**src/rtl/mem_arb_pkg.sv**
```systemverilog
// Shared encodings for the instruction/data memory arbiter: FSM states, grant
// codes and bus widths.
package mem_arb_pkg;

    localparam int XLEN = 32;

    typedef enum logic [1:0] {
        IDLE    = 2'b00,
        BUSY_IF = 2'b01,
        BUSY_D  = 2'b10,
        RESP    = 2'b11
    } state_t;

    typedef enum logic [1:0] {
        GNT_NONE = 2'b00,
        GNT_IF   = 2'b01,
        GNT_D    = 2'b10
    } gnt_t;

    function automatic logic is_busy(input state_t s);
        return (s == BUSY_IF) || (s == BUSY_D);
    endfunction

endpackage

```
**src/rtl/mem_arb_if.sv**
```systemverilog
// Bundle of the fetch port, data port and shared-memory port of the arbiter.
// Handshake: a requester raises its request and holds it (with address/data stable)
// until the matching ready pulses for one cycle; it changes or drops the request at
// the edge after ready. Memory side: mem_en is held for the whole access and mem_ack
// completes it; mem_rdata is sampled in the same cycle as mem_ack.
interface mem_arb_if;
    import mem_arb_pkg::*;

    logic            if_req;
    logic [XLEN-1:0] if_addr;
    logic [XLEN-1:0] if_rdata;
    logic            if_ready;
    logic            if_stall;

    logic            d_rd;
    logic            d_wr;
    logic [XLEN-1:0] d_addr;
    logic [XLEN-1:0] d_wdata;
    logic [XLEN-1:0] d_rdata;
    logic            d_ready;
    logic            d_stall;

    logic            err;

    logic            mem_en;
    logic            mem_we;
    logic [XLEN-1:0] mem_addr;
    logic [XLEN-1:0] mem_wdata;
    logic [XLEN-1:0] mem_rdata;
    logic            mem_ack;

    modport slave (
        input  if_req, if_addr, d_rd, d_wr, d_addr, d_wdata, mem_rdata, mem_ack,
        output if_rdata, if_ready, if_stall, d_rdata, d_ready, d_stall, err,
        output mem_en, mem_we, mem_addr, mem_wdata
    );

    modport master (
        output if_req, if_addr, d_rd, d_wr, d_addr, d_wdata, mem_rdata, mem_ack,
        input  if_rdata, if_ready, if_stall, d_rdata, d_ready, d_stall, err,
        input  mem_en, mem_we, mem_addr, mem_wdata
    );

endinterface

```
**src/rtl/mem_arb_timer.sv**
```systemverilog
// Access timeout counter: cleared when an access is granted, counts BUSY cycles,
// and flags the last BUSY cycle an access may occupy before it is aborted.
module arb_timer #(
    parameter int TIMEOUT = 15
) (
    input  logic clk,
    input  logic rstn,
    input  logic clear,
    input  logic enable,
    output logic expired
);

    localparam int W = (TIMEOUT > 1) ? $clog2(TIMEOUT) : 1;
    // r_cnt holds the number of BUSY cycles already completed, so the TIMEOUT-th
    // BUSY cycle is the one where it reads TIMEOUT-1.
    localparam logic [W-1:0] LAST = W'(TIMEOUT - 1);

    logic [W-1:0] r_cnt;

    always_ff @(posedge clk) begin
        if (!rstn || clear) begin
            r_cnt <= '0;
        end else if (enable && (r_cnt != LAST)) begin
            r_cnt <= r_cnt + W'(1);
        end
    end

    assign expired = enable && (r_cnt == LAST);

endmodule

```
**src/rtl/mem_arb.sv**
```systemverilog
// Two-port (fetch/data) arbiter onto a single shared memory, with data priority,
// fetch starvation protection and an access timeout.
module mem_arb
    import mem_arb_pkg::*;
#(
    parameter int TIMEOUT    = 15,
    parameter int STARVE_MAX = 4,
    localparam int SW        = (STARVE_MAX > 0) ? $clog2(STARVE_MAX + 1) : 1
) (
    input  logic          clk,
    input  logic          rstn,
    mem_arb_if.slave      bus,
    output state_t        o_state,
    output logic [SW-1:0] o_starve_cnt
);

    state_t          r_state;
    state_t          w_next_state;
    gnt_t            r_gnt;
    logic [SW-1:0]   r_starve;
    logic            r_mem_en;
    logic            r_mem_we;
    logic [XLEN-1:0] r_mem_addr;
    logic [XLEN-1:0] r_mem_wdata;
    logic [XLEN-1:0] r_if_rdata;
    logic [XLEN-1:0] r_d_rdata;
    logic            r_err;

    logic            w_any_d;
    logic            w_starved;
    logic            w_grant_if;
    logic            w_grant_d;
    logic            w_ack_done;
    logic            w_timeout;
    logic            w_expired;
    logic            w_busy;

    assign w_any_d   = bus.d_rd | bus.d_wr;
    assign w_starved = (r_starve == SW'(STARVE_MAX));
    assign w_busy    = is_busy(r_state);

    arb_timer #(.TIMEOUT(TIMEOUT)) u_timer (
        .clk     (clk),
        .rstn    (rstn),
        .clear   (w_grant_if | w_grant_d),
        .enable  (w_busy),
        .expired (w_expired)
    );

    always_ff @(posedge clk) begin
        if (!rstn) begin
            r_state <= IDLE;
        end else begin
            r_state <= w_next_state;
        end
    end

    always_comb begin
        w_next_state = r_state;
        w_grant_if   = 1'b0;
        w_grant_d    = 1'b0;
        w_ack_done   = 1'b0;
        w_timeout    = 1'b0;
        case (r_state)
            IDLE: begin
                // Data wins unless the fetch port has been passed over STARVE_MAX times.
                if (w_any_d && !(bus.if_req && w_starved)) begin
                    w_grant_d    = 1'b1;
                    w_next_state = BUSY_D;
                end else if (bus.if_req) begin
                    w_grant_if   = 1'b1;
                    w_next_state = BUSY_IF;
                end
            end
            BUSY_IF, BUSY_D: begin
                if (bus.mem_ack) begin
                    w_ack_done   = 1'b1;
                    w_next_state = RESP;
                end else if (w_expired) begin
                    w_timeout    = 1'b1;
                    w_next_state = RESP;
                end
            end
            RESP:    w_next_state = IDLE;
            default: w_next_state = IDLE;
        endcase
    end

    always_ff @(posedge clk) begin
        if (!rstn) begin
            r_gnt       <= GNT_NONE;
            r_starve    <= '0;
            r_mem_en    <= 1'b0;
            r_mem_we    <= 1'b0;
            r_mem_addr  <= '0;
            r_mem_wdata <= '0;
            r_if_rdata  <= '0;
            r_d_rdata   <= '0;
            r_err       <= 1'b0;
        end else begin
            r_err <= w_timeout;
            if (w_grant_d) begin
                r_gnt       <= GNT_D;
                r_mem_en    <= 1'b1;
                r_mem_we    <= bus.d_wr;
                r_mem_addr  <= bus.d_addr;
                r_mem_wdata <= bus.d_wdata;
                if (bus.if_req && !w_starved) begin
                    r_starve <= r_starve + SW'(1);
                end
            end
            if (w_grant_if) begin
                r_gnt       <= GNT_IF;
                r_mem_en    <= 1'b1;
                r_mem_we    <= 1'b0;
                r_mem_addr  <= bus.if_addr;
                r_mem_wdata <= '0;
                r_starve    <= '0;
            end
            if (w_ack_done || w_timeout) begin
                r_mem_en <= 1'b0;
                if (r_gnt == GNT_IF) begin
                    r_if_rdata <= w_timeout ? '0 : bus.mem_rdata;
                end else begin
                    r_d_rdata  <= w_timeout ? '0 : bus.mem_rdata;
                end
            end
        end
    end

    assign bus.if_ready  = (r_state == RESP) && (r_gnt == GNT_IF);
    assign bus.d_ready   = (r_state == RESP) && (r_gnt == GNT_D);
    assign bus.if_stall  = bus.if_req & ~bus.if_ready;
    assign bus.d_stall   = w_any_d & ~bus.d_ready;
    assign bus.if_rdata  = r_if_rdata;
    assign bus.d_rdata   = r_d_rdata;
    assign bus.err       = r_err;
    assign bus.mem_en    = r_mem_en;
    assign bus.mem_we    = r_mem_we;
    assign bus.mem_addr  = r_mem_addr;
    assign bus.mem_wdata = r_mem_wdata;

    assign o_state      = r_state;
    assign o_starve_cnt = r_starve;

endmodule

```
**src/flat_wrapper.sv**
```systemverilog
// flat-port wrapper written by rule: the top's interface ports become plain ports
module mem_arb_flat import mem_arb_pkg::*;
#(
    parameter int TIMEOUT    = 15,
    parameter int STARVE_MAX = 4,
    localparam int SW        = (STARVE_MAX > 0) ? $clog2(STARVE_MAX + 1) : 1
)
  (clk, rstn, o_state, o_starve_cnt, bus_if_req, bus_if_addr, bus_d_rd, bus_d_wr, bus_d_addr, bus_d_wdata, bus_mem_rdata, bus_mem_ack, bus_if_rdata, bus_if_ready, bus_if_stall, bus_d_rdata, bus_d_ready, bus_d_stall, bus_err, bus_mem_en, bus_mem_we, bus_mem_addr, bus_mem_wdata);
  mem_arb_if bus_i ();
  input  logic clk;
  input  logic rstn;
  output state_t o_state;
  output logic [SW-1:0] o_starve_cnt;
  input wire logic [$bits(bus_i.if_req)-1:0] bus_if_req;
  input wire logic [$bits(bus_i.if_addr)-1:0] bus_if_addr;
  input wire logic [$bits(bus_i.d_rd)-1:0] bus_d_rd;
  input wire logic [$bits(bus_i.d_wr)-1:0] bus_d_wr;
  input wire logic [$bits(bus_i.d_addr)-1:0] bus_d_addr;
  input wire logic [$bits(bus_i.d_wdata)-1:0] bus_d_wdata;
  input wire logic [$bits(bus_i.mem_rdata)-1:0] bus_mem_rdata;
  input wire logic [$bits(bus_i.mem_ack)-1:0] bus_mem_ack;
  output wire logic [$bits(bus_i.if_rdata)-1:0] bus_if_rdata;
  output wire logic [$bits(bus_i.if_ready)-1:0] bus_if_ready;
  output wire logic [$bits(bus_i.if_stall)-1:0] bus_if_stall;
  output wire logic [$bits(bus_i.d_rdata)-1:0] bus_d_rdata;
  output wire logic [$bits(bus_i.d_ready)-1:0] bus_d_ready;
  output wire logic [$bits(bus_i.d_stall)-1:0] bus_d_stall;
  output wire logic [$bits(bus_i.err)-1:0] bus_err;
  output wire logic [$bits(bus_i.mem_en)-1:0] bus_mem_en;
  output wire logic [$bits(bus_i.mem_we)-1:0] bus_mem_we;
  output wire logic [$bits(bus_i.mem_addr)-1:0] bus_mem_addr;
  output wire logic [$bits(bus_i.mem_wdata)-1:0] bus_mem_wdata;
  assign bus_i.if_req = bus_if_req;
  assign bus_i.if_addr = bus_if_addr;
  assign bus_i.d_rd = bus_d_rd;
  assign bus_i.d_wr = bus_d_wr;
  assign bus_i.d_addr = bus_d_addr;
  assign bus_i.d_wdata = bus_d_wdata;
  assign bus_i.mem_rdata = bus_mem_rdata;
  assign bus_i.mem_ack = bus_mem_ack;
  assign bus_if_rdata = bus_i.if_rdata;
  assign bus_if_ready = bus_i.if_ready;
  assign bus_if_stall = bus_i.if_stall;
  assign bus_d_rdata = bus_i.d_rdata;
  assign bus_d_ready = bus_i.d_ready;
  assign bus_d_stall = bus_i.d_stall;
  assign bus_err = bus_i.err;
  assign bus_mem_en = bus_i.mem_en;
  assign bus_mem_we = bus_i.mem_we;
  assign bus_mem_addr = bus_i.mem_addr;
  assign bus_mem_wdata = bus_i.mem_wdata;
  mem_arb #(.TIMEOUT(TIMEOUT), .STARVE_MAX(STARVE_MAX)) u_core (.clk(clk), .rstn(rstn), .bus(bus_i), .o_state(o_state), .o_starve_cnt(o_starve_cnt));
endmodule
```
**config.mk**
```make
export PLATFORM = sky130hd
export DESIGN_NAME = mem_arb_flat
export DESIGN_NICKNAME = d
export VERILOG_FILES = /design/src/rtl/mem_arb_pkg.sv /design/src/rtl/mem_arb_if.sv /design/src/rtl/mem_arb_timer.sv /design/src/rtl/mem_arb.sv /design/src/flat_wrapper.sv
export SDC_FILE = /design/constraint.sdc
export NUM_CORES = 1
export LEC_CHECK = 0
export ABC_CLOCK_PERIOD_IN_PS = 4250
export CAP_MARGIN = 0
export CORE_ASPECT_RATIO = 1.4
export CORE_MARGIN = 2
export CORE_UTILIZATION = 30
export CTS_CLUSTER_DIAMETER = 150
export DETAILED_ROUTE_END_ITERATION = 10
export DONT_BUFFER_PORTS = 1
export MAX_ROUTING_LAYER = met4
export PLACE_DENSITY_LB_ADDON = 0.1
export SKIP_LAST_GASP = 1
export SYNTH_ARGS = -nofsm -noshare
export SYNTH_HDL_FRONTEND = slang
export SYNTH_SLANG_ARGS = --single-unit
```
**constraint.sdc**
```tcl
create_clock -name clk -period 4.25 [get_ports clk]
set_input_delay 0.85 -clock clk [delete_from_list [all_inputs] [get_ports clk]]
set_output_delay 0.85 -clock clk [all_outputs]
set_load 0.01 [all_outputs]
```
# Word level (Yosys, flattened, before mapping)
# Index checks and enable logic that the tools add are counted.
totals:
  ff_bits: 142
  input_bits: 134
  out_inout_bits: 140
  elab_cells: 76
op_classes:
  add_sub_neg: 2
  eq_ne: 10
  muxes: 22
  bitwise_logic: 8
  n_reduce_logical: 22
op_table:
  columns: ["op", "n"]
  rows:
  - ["$mux 32", 3]
  - ["$mux 1", 14]
  - ["$mux 2", 4]
  - ["$reduce_and 2->1", 4]
  - ["$logic_and 1x1->1", 7]
  - ["$eq 2x2->1 const B", 3]
  - ["$pmux 2 s3", 1]
  - ["$reduce_or 2->1", 3]
  - ["$add 4x1->4 const B", 1]
  - ["$eq 2x1->1 const B", 2]
  - ["$eq 4x4->1 const B", 1]
  - ["$ne 4x4->1 const B", 1]
  - ["$not 1->1", 4]
  - ["$add 3x1->3 const B", 1]
  - ["$eq 3x3->1 const B", 1]
  - ["$logic_not 1->1", 3]
  - ["$logic_or 1x1->1", 3]
  - ["$ne 3x2->1 const B", 1]
  - ["$ne 3x3->1 const B", 1]
  - ["$and 1x1->1", 2]
  - ["$logic_not 2->1", 1]
  - ["$or 1x1->1", 2]
  - ["$reduce_bool 2->1", 1]

# Logic depth before layout (Yosys ltp)
# Gate-level depths: netlist of run 1.
depth:
  depth_word: 8
  mapped_depth: 8

# Modules after synthesis
# From an unflattened synthesis of run 1, not the netlist that was laid out.
hier_totals:
  cells_unflattened: 687
  area_unflattened_um2: 5793.1
by_module_without_submodules:
  columns: ["mod", "n_inst", "cells_each", "area_each_um2"]
  rows:
  - ["mem_arb", 1, 663, 5576.6]
  - ["arb_timer", 1, 24, 216.5]

# Least setup slack after synthesis of run 1
# Ideal clock, no wire load.
synth_path:
  kind: "input to output"
  startpoint: "in bus_d_rd"
  endpoint: "out bus_d_stall"
  arrival_ns: 1.203
  path_slack_ns: 2.197
  path_stages: 3
  n_path_buf: 1
  cell_sequence: "buf_4 nor2_1 nor2_1"
synth_between:
  elab_chain_cells: 2
synth_rtl:
  columns: ["item", "line", "source"]
  rows:
  - ["start: declaration", "flat_wrapper.sv:16", "input wire logic [$bits(bus_i.d_rd)-1:0] bus_d_rd;"]
  - ["$or 1x1->1", "mem_arb.sv:38", "assign w_any_d = bus.d_rd | bus.d_wr;"]
  - ["$and 1x1->1", "mem_arb.sv:134", "assign bus.d_stall = w_any_d & ~bus.d_ready;"]
  - ["end: declaration", "flat_wrapper.sv:27", "output wire logic [$bits(bus_i.d_stall)-1:0] bus_d_stall;"]
# No other way between the ends.

# Worst setup path after layout of run 1
layout_path:
  startpoint: "reg u_core.r_gnt[0]"
  endpoint: "out bus_if_stall"
layout_between:
  elab_chain_cells: 4
layout_rtl:
  columns: ["item", "line", "source"]
  rows:
  - ["start: declaration", "mem_arb.sv:19", "gnt_t r_gnt;"]
  - ["start signal: assignment", "mem_arb.sv:91", "r_gnt <= GNT_NONE;"]
  - ["start signal: assignment", "mem_arb.sv:103", "r_gnt <= GNT_D;"]
  - ["start signal: assignment", "mem_arb.sv:113", "r_gnt <= GNT_IF;"]
  - ["$eq 2x1->1", "mem_arb.sv:131", "assign bus.if_ready = (r_state == RESP) && (r_gnt == GNT_IF);"]
  - ["$logic_and 1x1->1", "mem_arb.sv:131", null]
  - ["net bus_if_ready", "flat_wrapper.sv:23", "output wire logic [$bits(bus_i.if_ready)-1:0] bus_if_ready;"]
  - ["$not 1->1", "mem_arb.sv:133", "assign bus.if_stall = bus.if_req & ~bus.if_ready;"]
  - ["$and 1x1->1", "mem_arb.sv:133", null]
  - ["end: declaration", "flat_wrapper.sv:24", "output wire logic [$bits(bus_i.if_stall)-1:0] bus_if_stall;"]
# The timed path passes the listed nets, and every way through them passes these cells.

==> results of run 1 <==
[power by group through the flow]
stage	clock [uW]	combinational [uW]	sequential, uW
floorplan	0	1150	1840
global placement	0	1280	1930
detailed placement	0	1320	1930
CTS	1730	1320	1900
global route	1790	1490	1920
finish	1680	1310	1890
[cells in the final DEF, fill, tap and decap left out, drive strengths merged, types with 3 or more instances in the layout]
| cell | count |
|---|---|
| a21oi | 73 |
| a32oi | 32 |
| and3 | 4 |
| buf | 10 |
| bufinv | 5 |
| clkbuf | 22 |
| clkinv | 4 |
| dfxtp | 142 |
| ha | 6 |
| inv | 9 |
| nand2 | 69 |
| nand3 | 103 |
| nor2 | 69 |
| nor2b | 4 |
| nor3 | 3 |
| o21ai | 40 |
| o221a | 64 |
[worst max path at each step]
stage / startpoint / to / slack [ns]
final: u_core.r_gnt[0] / bus_if_stall / 1.46
after global placement: u_core.o_state[1] / u_core.bus.mem_addr[7] / 1.78
after floorplan: bus_d_rd / bus_d_stall / 2.20
after global routing: u_core.r_gnt[0] / bus_if_stall / 1.28
after CTS: u_core.r_gnt[0] / bus_if_stall / 1.37
after detailed placement: u_core.o_state[1] / u_core.bus.mem_addr[10] / 1.76
[worst min-delay path: cells and delay by family, from the launching register on]
kind | cells | cell delay [ns]
DFF | 1 | 0.32
buffers and inverters | 1 | 0.07
AOI/OAI and AO/OA | 1 | 0.06
[final cells by class]
class,instances,area [um2],share of cell area (%)
clock buffer,22,484,7.01
clock inverter,10,181,2.63
inverter,9,33.8,0.489
multi-input combinational,487,2970,43.0
sequential,142,2840,41.2
tap,256,320,4.64
timing repair buffer,10,75.1,1.09
[through the flow]
| step | std cells | power, uW | worst slack (ns) | area (um2) |
|---|---|---|---|---|
| after floorplan | 716 | 2990 | 2.20 | 6240 |
| after global placement | 904 | 3210 | 1.78 | 6240 |
| after detailed placement | 904 | 3240 | 1.76 | 6240 |
| after CTS | 936 | 4950 | 1.37 | 6900 |
| after global routing | 936 | 5200 | 1.28 | 6900 |
| final | 936 | 4890 | 1.46 | 6900 |
[flip-flops by register name (all words and copies together), names as in the netlist, 2 cells and up]
name	flops
u_core.bus.d_rdata	32
u_core.r_gnt	2
u_core.bus.mem_wdata	32
u_core.o_starve_cnt	3
u_core.bus.if_rdata	32
u_core.bus.mem_addr	32
u_core.o_state	2
u_core.u_timer.r_cnt	4
[layer usage]
| layer | global-route usage, % | wire, um | vias to the layer above |
|---|---|---|---|
| met5 | - | 0 | - |
| met4 | 6.32 | 437 | 0 |
| met3 | 6.25 | 1690 | 27 |
| met2 | 29.3 | 9630 | 241 |
| met1 | 20.1 | 7880 | 2579 |
| li1 | - | - | 2542 |
[cell families (layout without fill, tap and decap cells)]
family | after synthesis | in the layout | synth area share (%)
AO/OA/AOI/OAI | 221 | 221 | 27.3
adder cells (fa/ha/maj) | 6 | 6 | 1.20
buffers and inverters | 87 | 51 | 7.40
flip-flops | 142 | 142 | 45.5
multiplexers | 1 | 1 | 0.160
AND/OR/NAND/NOR | 259 | 259 | 18.4
==> results.py, run 1 <==
metrics = {
    "critical_path": {
        "worst-path-max-fanout": 65,
        "regToRegEndpoint": "u_core.bus.mem_addr[10]",
        "critPathTopFamily": "simple AND/OR/NAND/NOR gates",
        "buf_inv_stages_crit_path": 1,
        "rr_startpoint": "u_core.o_state[1]",
        "worstSetupStartpointType": "flop",
        "critical_path.slowest_cell": "sky130_fd_sc_hd__buf_4",
        "ff2ff_setup_slack_ns": 1.73,
        "rr_worst_depth": 5,
        "cp_depth": 4,
        "timing.critical_path.cells": "nor2b_4 > buf_4 > and2_1 > nor2b_1",
        "path_class": "flop to output pin",
        "cp-end-kind": "output pin",
        "cp.required_ns": 3.40,
        "worst_path_largest_cell_delay_ns": 0.52,
        "arrival_ns": 1.94,
    },
    "power_and_ir_drop": {
        "cellPowerDensity_nw_per_um2": 708,
        "comb_power_share_pct": 26.8,
        "peakVddDrop_v": 0.000370,
        "cellInternalPower_uw": 3110,
        "net-switching-power_uw": 1780,
        "power_switching_share_pct": 36.3,
        "power_leakage_uw": 0.00262,
        "clock_power_share_pct": 34.4,
        "power.sequential.fraction_pct": 38.7,
    },
    "sta": {
        "slew_violations": 0,
        "worst_slew_margin_rel_pct": 14.5,
        "finalCritPeriodShare_pct": 65.5,
        "final.setup_skew_ns": 0.00776,
        "fmax_mhz": 359,
        "final.setup.tns_ns": 0,
        "max_slew.worst_pin.slew_ns": 1.28,
        "report.final.hold_viol_count": 0,
        "setup-violations-final": 0,
        "grt_setup_unrepaired": "no",
        "final_period_minus_worst_setup_slack_ns": 2.79,
        "hold_ws_ns": 0.495,
    },
    "worst_hold_path": {
        "worstHoldPathCells": 2,
        "holdCritStartpoint": "u_core.u_timer.r_cnt[3]",
        "worst_hold_path_type": "flop to flop",
        "worstHoldEndpoint": "u_core.u_timer.r_cnt[3]",
    },
    "clock_network": {
        "numCtsBuffers": 17,
        "clk_latency_ns": 0.42,
        "cts.clk_slew.worst_paths_ns": 0.06,
        "ctsHtreeMaxLevel": 4,
        "cts.root.buffer_cell": "sky130_fd_sc_hd__clkbuf_16",
        "cts_tree": "yes",
        "clock_sink_count": 142,
        "post_cts_resize_count": 0,
        "cts.hold.buffers_added": 0,
        "ctsLongestPathBuffers": 2,
        "cts_post_setup_buffers_inserted": 0,
    },
    "floorplan": {
        "fp.dieH_um": 175,
        "effective_utilization_at_floorplan_pct": 30.5,
        "std_cell_rows": 62,
        "core_area_um2": 20500,
        "chipWidth_um": 126,
        "dieArea_um2": 22000,
        "io_pins": 274,
    },
    "global_route": {
        "grt_start_max_net_pins": 72,
        "number_of_global_route_vias_before_repair": 5435,
        "gr-usage-all-layers_pct": 17.9,
        "grt_pass1_wl_um": 30500,
        "grt_overflow_total": 0,
        "antenna_found_initial": 0,
    },
    "finish": {
        "layout.filler_cells": 2146,
        "flow.area_growth_from_synthesis_pct": 10.6,
        "post_route_cells_drive_above_1_share_pct": 16.0,
        "nets": 807,
        "n_antenna_cell": 0,
        "fin_util_pct": 33.7,
    },
    "logic_synthesis": {
        "synthDominantCellAreaShare_pct": 45.5,
        "synth_cells": 716,
        "netlist_top_cells_count": "142 x sky130_fd_sc_hd__dfxtp_1, 103 x sky130_fd_sc_hd__nand3_1, 73 x sky130_fd_sc_hd__a21oi_1",
        "synth-seq-cells": 142,
        "syn_avg_cell_area_um2": 8.72,
        "synth_fp_nets": 856,
        "synth_edf_count": 0,
        "yosys_most_used_dff": "sky130_fd_sc_hd__dfxtp_1",
        "synth_area_leader_cell": "sky130_fd_sc_hd__dfxtp_1",
        "post_synth_num_cell_types": 43,
        "mappedNetlistArea_um2": 6240,
        "ys_async_sr_fraction_pct": 0,
        "yosys_warning_count": 0,
        "yosysSeqAreaShare_pct": 45.5,
        "cell_with_the_most_instances_after_synthesis": "sky130_fd_sc_hd__dfxtp_1",
        "synth_area_leaders": "sky130_fd_sc_hd__dfxtp_1 46%, sky130_fd_sc_hd__o221a_2 10%, sky130_fd_sc_hd__nand3_1 8.3%, sky130_fd_sc_hd__a21oi_1 5.9%, sky130_fd_sc_hd__a32oi_1 4.5%",
    },
    "route": {
        "drt-total-wl_um": 19600,
        "detail_route.wl_per_cell_um": 21.0,
        "route.detailed.drc": 0,
        "detail_route.vias_per_cell": 5.76,
        "antenna_violating_nets_post_route": 0,
        "detailroute.via_count": 5389,
        "detail_route.first_pass.iterations": 5,
        "drt-initial-drc-count": 410,
    },
    "place": {
        "post-dp-hpwl_um": 12900,
        "port_buffers": 0,
        "routabilityCongestion": 0.763,
    },
    "run_status": {
        "outcome": "finished clean",
    },
    "job": {
        "timing.max_cap.violations": 0,
    },
}
(Power assumes the default switching activity.)
==> run 2: changes to the inputs <==
- ABC_AREA: default -> 1
- ABC_CLOCK_PERIOD_IN_PS: 4250 -> 2400
- clock period: 4.25 -> 2.4 ns (I/O delays scaled with it)
==> run 2 against run 1 <==
Hold slack worse by 0.35 ns. Critical path depth is 1 higher. Flip-flop and latch count did not move. First-iteration DRC count fell by 36%. Synthesized cell count up 9.4%. Count of clock-buffer cells in the layout is 4 lower. Clock skew increased by 0.0035 ns. Combinational power grew 76%. Cell count up 8.0%. Critical path type unchanged. Setup slack got worse by 1.1 ns. Sequential share of layout area up 2.2 points.
==> results.py, run 2 <==
metrics = {
    "run_status": {
        "outcome": "finished clean",
    },
    "global_route": {
        "gr-usage-all-layers_pct": 17.5,
        "grt_start_max_net_pins": 67,
        "grt_pass1_wl_um": 27300,
        "number_of_global_route_vias_before_repair": 5034,
        "antenna_found_initial": 0,
        "grt_overflow_total": 0,
    },
    "logic_synthesis": {
        "post_synth_num_cell_types": 23,
        "ys_async_sr_fraction_pct": 0,
        "yosysSeqAreaShare_pct": 48.6,
        "synth_fp_nets": 923,
        "synth_cells": 783,
        "netlist_top_cells_count": "313 x sky130_fd_sc_hd__nand2_1, 142 x sky130_fd_sc_hd__dfxtp_1, 105 x sky130_fd_sc_hd__a21oi_1",
        "yosys_most_used_dff": "sky130_fd_sc_hd__dfxtp_1",
        "synth_edf_count": 0,
        "yosys_warning_count": 0,
        "cell_with_the_most_instances_after_synthesis": "sky130_fd_sc_hd__nand2_1",
        "syn_avg_cell_area_um2": 7.47,
        "synth_area_leaders": "sky130_fd_sc_hd__dfxtp_1 49%, sky130_fd_sc_hd__nand2_1 20%, sky130_fd_sc_hd__nand4_1 11%, sky130_fd_sc_hd__a21oi_1 9.0%, sky130_fd_sc_hd__buf_2 2.1%",
        "synth-seq-cells": 142,
        "synthDominantCellAreaShare_pct": 48.6,
        "synth_area_leader_cell": "sky130_fd_sc_hd__dfxtp_1",
        "mappedNetlistArea_um2": 5850,
    },
    "floorplan": {
        "io_pins": 274,
        "fp.dieH_um": 169,
        "chipWidth_um": 122,
        "core_area_um2": 19100,
        "effective_utilization_at_floorplan_pct": 30.5,
        "dieArea_um2": 20600,
        "std_cell_rows": 60,
    },
    "clock_network": {
        "ctsHtreeMaxLevel": 4,
        "cts_post_setup_buffers_inserted": 0,
        "clk_latency_ns": 0.42,
        "cts.hold.buffers_added": 0,
        "ctsLongestPathBuffers": 2,
        "cts.root.buffer_cell": "sky130_fd_sc_hd__clkbuf_16",
        "cts_tree": "yes",
        "numCtsBuffers": 17,
        "cts.clk_slew.worst_paths_ns": 0.06,
        "post_cts_resize_count": 0,
        "clock_sink_count": 142,
    },
    "route": {
        "route.met3.wl_um": 1740,
        "detail_route.wl_per_cell_um": 17.7,
        "antenna_violating_nets_post_route": 0,
        "drt-initial-drc-count": 261,
        "route.detailed.drc": 0,
        "met1Wirelength_um": 6670,
        "detailroute.via_count": 5224,
        "detail_route.first_pass.iterations": 4,
        "wl_met2_um": 9160,
        "drt-total-wl_um": 17900,
        "detail_route.vias_per_cell": 5.17,
        "route.top_layer_used": "met4",
    },
    "sta": {
        "final.setup.tns_ns": 0,
        "max_slew.worst_pin.slew_ns": 0.587,
        "final_period_minus_worst_setup_slack_ns": 2.07,
        "finalCritPeriodShare_pct": 86.3,
        "final.setup_skew_ns": 0.0112,
        "report.final.hold_viol_count": 0,
        "grt_setup_unrepaired": "no",
        "worst_slew_margin_rel_pct": 60.8,
        "fmax_mhz": 483,
        "setup-violations-final": 0,
        "slew_violations": 0,
    },
    "critical_path": {
        "worst_path_largest_cell_delay_ns": 0.37,
        "worst-path-max-fanout": 3,
        "cp.required_ns": 1.92,
        "cp-end-kind": "output pin",
        "critical_path.slowest_cell": "sky130_fd_sc_hd__dfxtp_1",
        "worstSetupStartpointType": "flop",
        "arrival_ns": 1.59,
        "timing.critical_path.cells": "ha_1 > inv_1 > nor3_1 > buf_4 > a21oi_1",
        "path_class": "flop to output pin",
    },
    "place": {
        "routabilityCongestion": 0.844,
        "port_buffers": 0,
        "post-dp-hpwl_um": 12400,
    },
    "worst_hold_path": {
        "worst_hold_path_type": "input port to flop",
    },
    "finish": {
        "layout.cells.most_common": "sky130_fd_sc_hd__nand2_1",
        "post_route_cells_drive_above_1_share_pct": 7.21,
        "flow.area_growth_from_synthesis_pct": 11.9,
        "nets": 890,
        "layout.filler_cells": 2052,
        "n_antenna_cell": 0,
        "most-common-layout-cells": "313 x sky130_fd_sc_hd__nand2_1, 142 x sky130_fd_sc_hd__dfxtp_1, 105 x sky130_fd_sc_hd__a21oi_1",
    },
    "power_and_ir_drop": {
        "peakVddDrop_v": 0.000596,
        "totalPowerFinal_uw": 8300,
        "power_leakage_uw": 0.00259,
        "cellPowerDensity_nw_per_um2": 1270,
    },
    "job": {
        "timing.max_cap.violations": 0,
    },
}
[run 2: changes by cell type after synthesis, moves of 7 or more]
cell / delta
sky130_fd_sc_hd__a21oi_1: +32
sky130_fd_sc_hd__nand4_1: +98
sky130_fd_sc_hd__o21ai_0: -19
sky130_fd_sc_hd__nand2_1: +245
sky130_fd_sc_hd__o21ai_1: -13
sky130_fd_sc_hd__o221a_1: -7
sky130_fd_sc_hd__nor2_1: -63
sky130_fd_sc_hd__a32oi_1: -32
sky130_fd_sc_hd__nand3_1: -97
sky130_fd_sc_hd__inv_1: +12
sky130_fd_sc_hd__o221a_2: -57
sky130_fd_sc_hd__buf_2: -14
[run 2: per-stage QoR]
| stage | cell area (um2) | hold slack [ns] | util [%] | std cells | setup slack [ns] |
|---|---|---|---|---|---|
| 4_1_cts | 6550 | 0.124 | 34.2 | 1011 | 0.320 |
| 2_1_floorplan | 5850 | 0.463 | - | 783 | 0.784 |
| 6_report | 6550 | 0.144 | 34.2 | 1011 | 0.330 |
| 5_1_grt | 6550 | 0.117 | 34.2 | 1011 | 0.222 |
| 3_5_place_dp | 5960 | 0.493 | 31.1 | 979 | 0.566 |
| 3_3_place_gp | 5960 | 0.479 | 31.1 | 979 | 0.602 |
[run 2: kinds of logic after synthesis]
logic type | count (synthesis) | synth area share [%]
AO/OA/AOI/OAI | 112 | 9.61
XOR/XNOR | 2 | 0.300
adder cells (fa/ha/maj) | 6 | 1.28
buffers and inverters | 88 | 7.45
flip-flops | 142 | 48.6
AND/OR/NAND/NOR | 433 | 32.8
[run 2: path summary, 6_finish.rpt]
path / start / to / slack (ns) / depth (start not counted)
worst min-delay path: bus_mem_ack / u_core.bus.err / 0.14 / 1
worst min register to register: u_core.bus.mem_addr[3] / u_core.bus.mem_addr[3] / 0.50 / 2
worst max register to register: u_core.o_starve_cnt[0] / u_core.bus.mem_addr[21] / 0.58 / 10
worst max-delay path: u_core.o_state[0] / bus_d_stall / 0.33 / 5
[run 2: power by group]
part	leakage (uW)	switching (uW)	total, uW	internal (uW)
clock	0.000272	1090	2640	1550
combinational	0.00116	1620	2300	674
sequential	0.00116	556	3370	2810
total	0.00259	3270	8300	5030
[run 2: critical path, delay by kind of cell, from the launching register on]
family / cells / cell delay [ns]
flip-flops: 1 / 0.37
buffers and inverters: 2 / 0.23
adder cells (fa/ha/maj): 1 / 0.23
AND/OR/NAND/NOR: 1 / 0.05
AO/OA/AOI/OAI: 1 / 0.30
[run 2: final cells by class]
type | instances | area (um2) | area share [%]
sequential | 142 | 2840 | 43.4
clock inverter | 14 | 158 | 2.41
clock buffer | 18 | 429 | 6.56
multi-input combinational | 553 | 2570 | 39.3
tap | 248 | 310 | 4.74
timing repair buffer | 13 | 148 | 2.26
inverter | 23 | 86.3 | 1.32
[run 2: per-layer routing]
layer,vias to the layer above,GRT usage (%)
met5,-,-
met4,0,5.85
met3,23,6.85
met2,216,29.9
met1,2428,18.3
li1,2557,-
